[src/rtl/serializador_vetor.sv]
// Snapshots a parallel vector on a load pulse and streams its elements in index
// order over valid/ready, flagging any decrease between consecutive transfers.
module serializador_vetor #(
  parameter int unsigned N_ELEM = 6,
  parameter int unsigned LARG   = 4,
  parameter int unsigned TAM_W  = 3
) (
  input  logic                     clk,
  input  logic                     rst_n,
  input  logic [N_ELEM*LARG-1:0]   vet_in,
  input  logic [TAM_W-1:0]         tam,
  input  logic                     carregar,
  input  logic                     abortar,
  output logic [LARG-1:0]          dado_out,
  output logic                     valido,
  input  logic                     pronto,
  output logic                     ultimo,
  output logic                     ocupado,
  output logic                     concluido,
  output logic                     erro_ordem
);

  localparam int unsigned IW = $clog2(N_ELEM + 1);

  typedef enum logic [1:0] {
    OCIOSO,
    ENVIANDO,
    FIM
  } estado_t;

  estado_t         estado_q, estado_d;
  logic [LARG-1:0] mem_q [N_ELEM];
  logic [LARG-1:0] mem_d [N_ELEM];
  logic [IW-1:0]   idx_q, idx_d;
  logic [IW-1:0]   tam_ef_q, tam_ef_d;
  logic [LARG-1:0] prev_q, prev_d;

  logic [LARG-1:0] dado_d;
  logic            valido_d;
  logic            ultimo_d;
  logic            ocupado_d;
  logic            concluido_d;
  logic            erro_d;

  logic [IW-1:0]   idx_inc;
  logic [IW-1:0]   tam_sat;

  always_comb begin
    if (32'(tam) > N_ELEM) tam_sat = IW'(N_ELEM);
    else                   tam_sat = IW'(tam);
  end

  // Outputs are computed one cycle ahead and registered, so pronto only
  // reaches the outputs through flops.
  always_comb begin
    estado_d    = estado_q;
    mem_d       = mem_q;
    idx_d       = idx_q;
    tam_ef_d    = tam_ef_q;
    prev_d      = prev_q;
    dado_d      = dado_out;
    valido_d    = valido;
    ultimo_d    = ultimo;
    ocupado_d   = ocupado;
    concluido_d = 1'b0;
    erro_d      = erro_ordem;
    idx_inc     = idx_q + 1'b1;

    case (estado_q)
      OCIOSO: begin
        if (carregar) begin
          for (int unsigned i = 0; i < N_ELEM; i++)
            mem_d[i] = vet_in[i*LARG +: LARG];
          tam_ef_d  = tam_sat;
          idx_d     = '0;
          erro_d    = 1'b0;
          ocupado_d = 1'b1;
          if (tam_sat == '0) begin
            estado_d    = FIM;
            valido_d    = 1'b0;
            ultimo_d    = 1'b0;
            concluido_d = 1'b1;
          end else begin
            estado_d = ENVIANDO;
            valido_d = 1'b1;
            dado_d   = vet_in[LARG-1:0];
            ultimo_d = (tam_sat == IW'(1));
          end
        end
      end

      ENVIANDO: begin
        if (abortar) begin
          estado_d  = OCIOSO;
          valido_d  = 1'b0;
          ultimo_d  = 1'b0;
          ocupado_d = 1'b0;
        end else if (pronto) begin
          if (idx_q != '0 && dado_out < prev_q)
            erro_d = 1'b1;
          prev_d = dado_out;
          if (ultimo) begin
            estado_d    = FIM;
            valido_d    = 1'b0;
            ultimo_d    = 1'b0;
            concluido_d = 1'b1;
          end else begin
            idx_d    = idx_inc;
            dado_d   = mem_q[idx_inc];
            ultimo_d = (idx_inc == tam_ef_q - IW'(1));
          end
        end
      end

      FIM: begin
        estado_d  = OCIOSO;
        valido_d  = 1'b0;
        ultimo_d  = 1'b0;
        ocupado_d = 1'b0;
      end

      default: begin
        estado_d  = OCIOSO;
        valido_d  = 1'b0;
        ultimo_d  = 1'b0;
        ocupado_d = 1'b0;
      end
    endcase
  end

  always_ff @(posedge clk or negedge rst_n) begin
    if (!rst_n) begin
      estado_q   <= OCIOSO;
      for (int unsigned i = 0; i < N_ELEM; i++)
        mem_q[i] <= '0;
      idx_q      <= '0;
      tam_ef_q   <= '0;
      prev_q     <= '0;
      dado_out   <= '0;
      valido     <= 1'b0;
      ultimo     <= 1'b0;
      ocupado    <= 1'b0;
      concluido  <= 1'b0;
      erro_ordem <= 1'b0;
    end else begin
      estado_q   <= estado_d;
      mem_q      <= mem_d;
      idx_q      <= idx_d;
      tam_ef_q   <= tam_ef_d;
      prev_q     <= prev_d;
      dado_out   <= dado_d;
      valido     <= valido_d;
      ultimo     <= ultimo_d;
      ocupado    <= ocupado_d;
      concluido  <= concluido_d;
      erro_ordem <= erro_d;
    end
  end

endmodule

[config.mk]
export PLATFORM = sky130hd
export DESIGN_NAME = serializador_vetor
export DESIGN_NICKNAME = d
export VERILOG_FILES = /design/src/rtl/serializador_vetor.sv
export SDC_FILE = /design/constraint.sdc
export NUM_CORES = 1
export LEC_CHECK = 0
export ABC_AREA = 1
export BUFFER_PORTS_ARGS = -buffer_cell sky130_fd_sc_hd__buf_2
export CORE_MARGIN = 2
export CORE_UTILIZATION = 35
export CTS_CLUSTER_DIAMETER = 150
export DETAILED_ROUTE_END_ITERATION = 10
export GPL_TIMING_DRIVEN = 0
export RECOVER_POWER = 25
export SKIP_LAST_GASP = 1
export SYNTH_ARGS = -nofsm -noshare
export SYNTH_HDL_FRONTEND = slang
export SYNTH_SLANG_ARGS = --single-unit
export TNS_END_PERCENT = 100
[constraint.sdc]
create_clock -name clk -period 1.84 [get_ports clk]
set_clock_uncertainty 0.15 [all_clocks]
set_input_delay 0.276 -clock clk [delete_from_list [all_inputs] [get_ports clk]]
set_output_delay 0.276 -clock clk [all_outputs]
set_load 0.05 [all_outputs]
# [After elaboration in Yosys (flattened, before gate mapping)]
# Index checks and enable logic that the tools add are counted.
[classes] add_sub_neg=2 n_mul=0 n_div=0 n_lt_le_gt_ge=3 n_eq_ne=12 shifts=0 mux=47 n_bitwise=2 n_reduce_logical=13
[ops] operator="two-way mux 4 bit" n=7
[ops] operator="two-way mux 1 bit" n=21
[ops] operator="two-way mux 3 bit" n=5
[ops] operator="inequality test 2 bit (second input constant)" n=7
[ops] operator="binary-select mux 4 bit (select 3 bit)" n=1
[ops] operator="two-way mux 2 bit" n=5
[ops] operator="one-hot mux 1 bit (2 select lines)" n=5
[ops] operator="AND reduction 5 bit" n=2
[ops] operator="one-hot mux 4 bit (2 select lines)" n=1
[ops] operator="inequality test 3 bit (second input constant)" n=2
[ops] operator="one-hot mux 3 bit (2 select lines)" n=1
[ops] operator="AND reduction 2 bit" n=3
[ops] operator="AND reduction 3 bit" n=2
[ops] operator="AND reduction 6 bit" n=1
[ops] operator=">= comparator 4 bit (second input constant)" n=1
[ops] operator="less-than comparator 4 bit" n=1
[ops] operator="NOT 3 -> 4 bit" n=1
[ops] operator="one-hot mux 2 bit (2 select lines)" n=1
[ops] operator="adder 3 x 1 -> 3 bit (second input constant)" n=1
[ops] operator="== test 3 x 1 -> 1 bit (second input constant)" n=1
[ops] operator="== test 3 bit" n=1
[ops] operator="greater-than comparator 3 bit (second input constant)" n=1
[ops] operator="zero test 3 bit" n=1
[ops] operator="nonzero test 3 bit" n=1
[ops] operator="6 further kinds" n=6
[word_totals] ff_bits=45 latch_bits=0 ram_bits=0 rom_bits=0 in_bits=32 output_inout_bits=9 wordCells=95 mem_count=0

# [Logic depth before layout (Yosys ltp)]
[depth] ltp_word=9 depth_mapped=10 ltp_nobuf=10

# [Least setup slack after synthesis]
# No wires, ideal clock.
[synth_path] path_type="register to register" startpoint="register idx_q[0]" endpoint="register ultimo" setup_time_ps=65 arrival_time_ps=1535 required_time_ps=1625 setup_slack_ps=90 stages_incl_launch_ff=11 n_path_buf=1 period_less_slack_ps=1750 cell_sequence="dfrtp_1 > clkinv_1 > ha_1 > buf_2 > inv_1 > nand2_1 > nand2_1 > nand3_1 > o21ai_0 > nand2_1 > nand2_1"
[synth_via] elab_chain_cells=6
[synth_lines] item="from (decl)" line="34" rtl="logic [IW-1:0] idx_q, idx_d;"
[synth_lines] item="from (signal assigned)" line="148" rtl="idx_q <= idx_d;"
[synth_lines] item="adder 3 x 1 -> 3 bit" line="67" rtl="idx_inc = idx_q + 1'b1;"
[synth_lines] item="== test 3 bit" line="110" rtl="ultimo_d = (idx_inc == tam_ef_q - IW'(1));"
[synth_lines] item="two-way mux 1 bit" line="102" rtl="if (ultimo) begin"
[synth_lines] item="two-way mux 1 bit" line="98" rtl="end else if (pronto) begin"
[synth_lines] item="two-way mux 1 bit" line="93" rtl="if (abortar) begin"
[synth_lines] item="one-hot mux 1 bit (2 select lines)" line="69" rtl="case (estado_q)"
[synth_lines] item="to (signal assigned)" line="153" rtl="ultimo <= ultimo_d;"
[synth_lines] item="to (decl)" line="17" rtl="output logic ultimo,"
# Every way passes these cells. The select of a mux whose other input is x is not followed.
# A chain may end at the register's enable or synchronous reset.

# [Final worst setup path]
[layout_path] startpoint="register idx_q[0]" endpoint="register dado_out[3]"
[layout_via] elab_chain_cells=9
[layout_lines] item="adder 3 x 1 -> 3 bit" line="67"
[layout_lines] item="NOT 3 -> 4 bit (implied by the code)" line="109" rtl="dado_d = mem_q[idx_inc];"
[layout_lines] item="binary-select mux 4 bit (select 3 bit)" line="109"
[layout_lines] item="two-way mux 4 bit (implied by the code) (2 in a row)" line="109"
[layout_lines] item="two-way mux 4 bit" line="102"
[layout_lines] item="two-way mux 4 bit" line="98"
[layout_lines] item="two-way mux 4 bit" line="93"
[layout_lines] item="one-hot mux 4 bit (2 select lines)" line="69"
[layout_lines] item="to (signal assigned)" line="151" rtl="dado_out <= dado_d;"
[layout_lines] item="to (decl)" line="14" rtl="output logic [LARG-1:0] dado_out,"
# Every way passes these cells. The select of a mux whose other input is x is not followed.

==> flow_metrics.env <==
export IMPL_fin_util_pct=43.3
export IMPL_drt_initial_drc_count=91
export IMPL_holdWs_ps=12.3
export IMPL_hold_start="vet_in[4]"
export IMPL_fp_dieW_um=85.0
export IMPL_finalSetupTns_ps=0
export IMPL_placed_cells=425
export IMPL_max_stage_delay_ps=420
export IMPL_multi_input_comb_area_um2=1010
export IMPL_path_buf_inv=2
export IMPL_clkTransAtPathRegs_ps=80
export IMPL_ys_async_sr_fraction_pct=100
export IMPL_yosysUniqueCellTypes=24
export IMPL_cp_required_ps=1880
export IMPL_crit_chain="buf_4, ha_1, inv_1, nand2_1, nand2_4, nor2_2, a21oi_2, nand2_1, nand2_1, nand2_1"
export IMPL_seq_area_frac_synth_pct=48.0
export IMPL_num_vias=2011
export IMPL_cp_slowest_cell="dfrtp_1"
export IMPL_gr_total_overflow=0
export IMPL_p_per_area_nw_per_um2=1610
export IMPL_fillers=641
export IMPL_criticalPathCategory="flip-flop to flip-flop"
export IMPL_drive_above_1_share_pct=21.1
export IMPL_start_kind="flip-flop"
export IMPL_portBuffers=40
export IMPL_fin_crit_ps=1710
export IMPL_drt_vias_per_instance=4.59
export IMPL_grt_util_all_layers_pct=15.7
export IMPL_hold_viol_final=0
export IMPL_dp_hpwl_um=3880
export IMPL_synth_nets=346
export IMPL_synthCells=308
export IMPL_die_area_um2=7220
export IMPL_synthTopCellsByArea="dfrtp_1, nand2_1, o21ai_0"
export IMPL_cts_tree="done"
export IMPL_drv_slew=0
export IMPL_htreeDepth=2
export IMPL_synth_top_area_share_pct=48.0
export IMPL_r2r_end="dado_out[3]"
export IMPL_hp_class="input port to flip-flop"
export IMPL_p_leak_nw=1.49
export IMPL_r2r_start="idx_q[0]"
export IMPL_clk_latency_ps=300
export IMPL_grt_max_degree=45
export IMPL_drt_total_wl_um=5310
export IMPL_yosysTopAreaCell="dfrtp_1"
export IMPL_cts_hold_buf=0
export IMPL_syn_area_per_cell_um2=7.45
export IMPL_synthesis_area_um2=2290
export IMPL_start_util_pct=36.1
export IMPL_antenna_cells=0
export IMPL_worst_slew_pin_slew_ps=1100
export IMPL_final_antenna_net_count=0
export IMPL_rsz0062_at_grt="yes"
export IMPL_fin_cells=438
export IMPL_cap_violations=0
export IMPL_core_area_um2=6350
export IMPL_die_h_um=85.0
export IMPL_synth_ff_type="dfrtp_1"
export IMPL_end_kind="flip-flop"
export IMPL_numCtsBuffers=5
export IMPL_drt_pass1_iter_count=4
export IMPL_yosys_warnings=0
export IMPL_status="finished clean"
export IMPL_grt_pass1_wl_um=9040
export IMPL_pin_count=41
export IMPL_rows=29
export IMPL_cts_path_max_buffers=2
export IMPL_cts_sinks=44
export IMPL_nets=398
export IMPL_reg2reg_slack_ps=130
export IMPL_synth_seq_cells=44
export IMPL_cts_root_buffer_cell="clkbuf_8"
export IMPL_hold_end="mem_q[16]"
export IMPL_max_slew_margin_rel_pct=26.6
export IMPL_place_congestion=0.822
export IMPL_setup_violations=0
export IMPL_crit_top_cell="nand2_1"
export IMPL_avgRoutedWirePerCell_um=12.1
export IMPL_synthTopCellsByCount="nand2_1, dfrtp_1, inv_1"
export IMPL_fmax_mhz=586
export IMPL_crit_fanout=7
export IMPL_areaGrowthSynthToFinish_pct=19.8
export IMPL_crit_family="simple AND/OR/NAND/NOR gates"
export IMPL_worstPathArrival_ps=1750
export IMPL_whs_path_depth=3
export IMPL_seq_area_um2=1100
export IMPL_min_period_over_period_pct=92.7
export IMPL_peakVddDrop_mv=0.536
export IMPL_route_detailed_drc=0
export IMPL_antenna_found_initial=0
export IMPL_yosysMostFrequentCell="nand2_1"
export IMPL_worst_r2r_path_depth=10
export IMPL_grt_pass1_vias=2002
export IMPL_synth_edf_count=0
## state kept, by name, indices dropped and copies added, names as in the netlist
name,cells
mem_q,24
dado_out,4
ultimo,1
idx_q,3
erro_ordem,1
prev_q,4
concluido,1
estado_q,2
ocupado,1
tam_ef_q,3
## metal layers
layer	GRT usage [%]	vias up	routed length (µm)
met5	0	-	0
met4	5.05	0	66
met3	3.99	6	215
met2	25.4	33	2460
met1	20.8	915	2560
li1	-	1057	-
## cell families after synthesis
logic type / Yosys count / synth area share (%)
and+or+nand+nor: 165 / 29.6
AOI/OAI and AO/OA: 45 / 10.6
DFF: 44 / 48.0
buffers and inverters: 48 / 8.51
adders and majority gates: 6 / 3.27
## layout make-up
type / instances / area share, %
buffer: 8 / 1.73
timing repair buffer: 45 / 8.65
sequential: 44 / 40.1
multi-input combinational: 216 / 36.9
inverter: 40 / 5.74
clock inverter: 2 / 0.364
clock buffer: 6 / 3.01
tap: 77 / 3.51
## how the worst max path moves through the flow
stage / start / to / slack, ps / cells after the start
after floorplan: idx_q[0] / ultimo / 90 / 10
after detailed placement: idx_q[0] / ultimo / -290 / 10
after CTS: idx_q[0] / ultimo / 6 / 10
final: idx_q[0] / dado_out[3] / 130 / 10
after global placement: idx_q[0] / ultimo / -280 / 10
after global routing: idx_q[0] / dado_out[0] / -10 / 10
## power by group
part | internal (mW) | switching (mW) | leakage [nW]
Clock | 0.300 | 0.335 | 0.0510
Sequential | 1.39 | 0.239 | 0.553
Combinational | 0.724 | 1.44 | 0.887
## layout by cell type, fill, tap and decap left out, drive strengths merged, types with 5 or more instances in the layout
| cell | n |
|---|---|
| o21ai | 35 |
| clkbuf | 7 |
| inv | 39 |
| nand2 | 128 |
| buf | 52 |
| dfrtp | 44 |
| ha | 6 |
| nand3 | 8 |
| a21oi | 5 |
| nor2 | 24 |
## tightest hold or removal path, delay by kind of cell
family,cells,cell delay [ps]
buf+inv,1,70
simple gates,2,80
## through the flow
| step | power, mW | setup WS [ps] | cell area, µm² |
|---|---|---|---|
| finish | 4.42 | 134 | 2750 |
| global route | 4.88 | -10.0 | 2750 |
| CTS | 4.40 | 5.87 | 2700 |
| detailed placement | 3.73 | -292 | 2590 |
| global placement | 3.69 | -279 | 2590 |
| floorplan | 3.18 | 90.5 | 2290 |
## timing repair
item / CTS / global route
gates resized for setup: 3 / 11
buffers inserted: 1 / 4
endpoints found under the hold margin: 0 / 0
pin swaps: 0 / 1
setup endpoints to repair: 6 / 5
(Power assumes the default switching activity.)
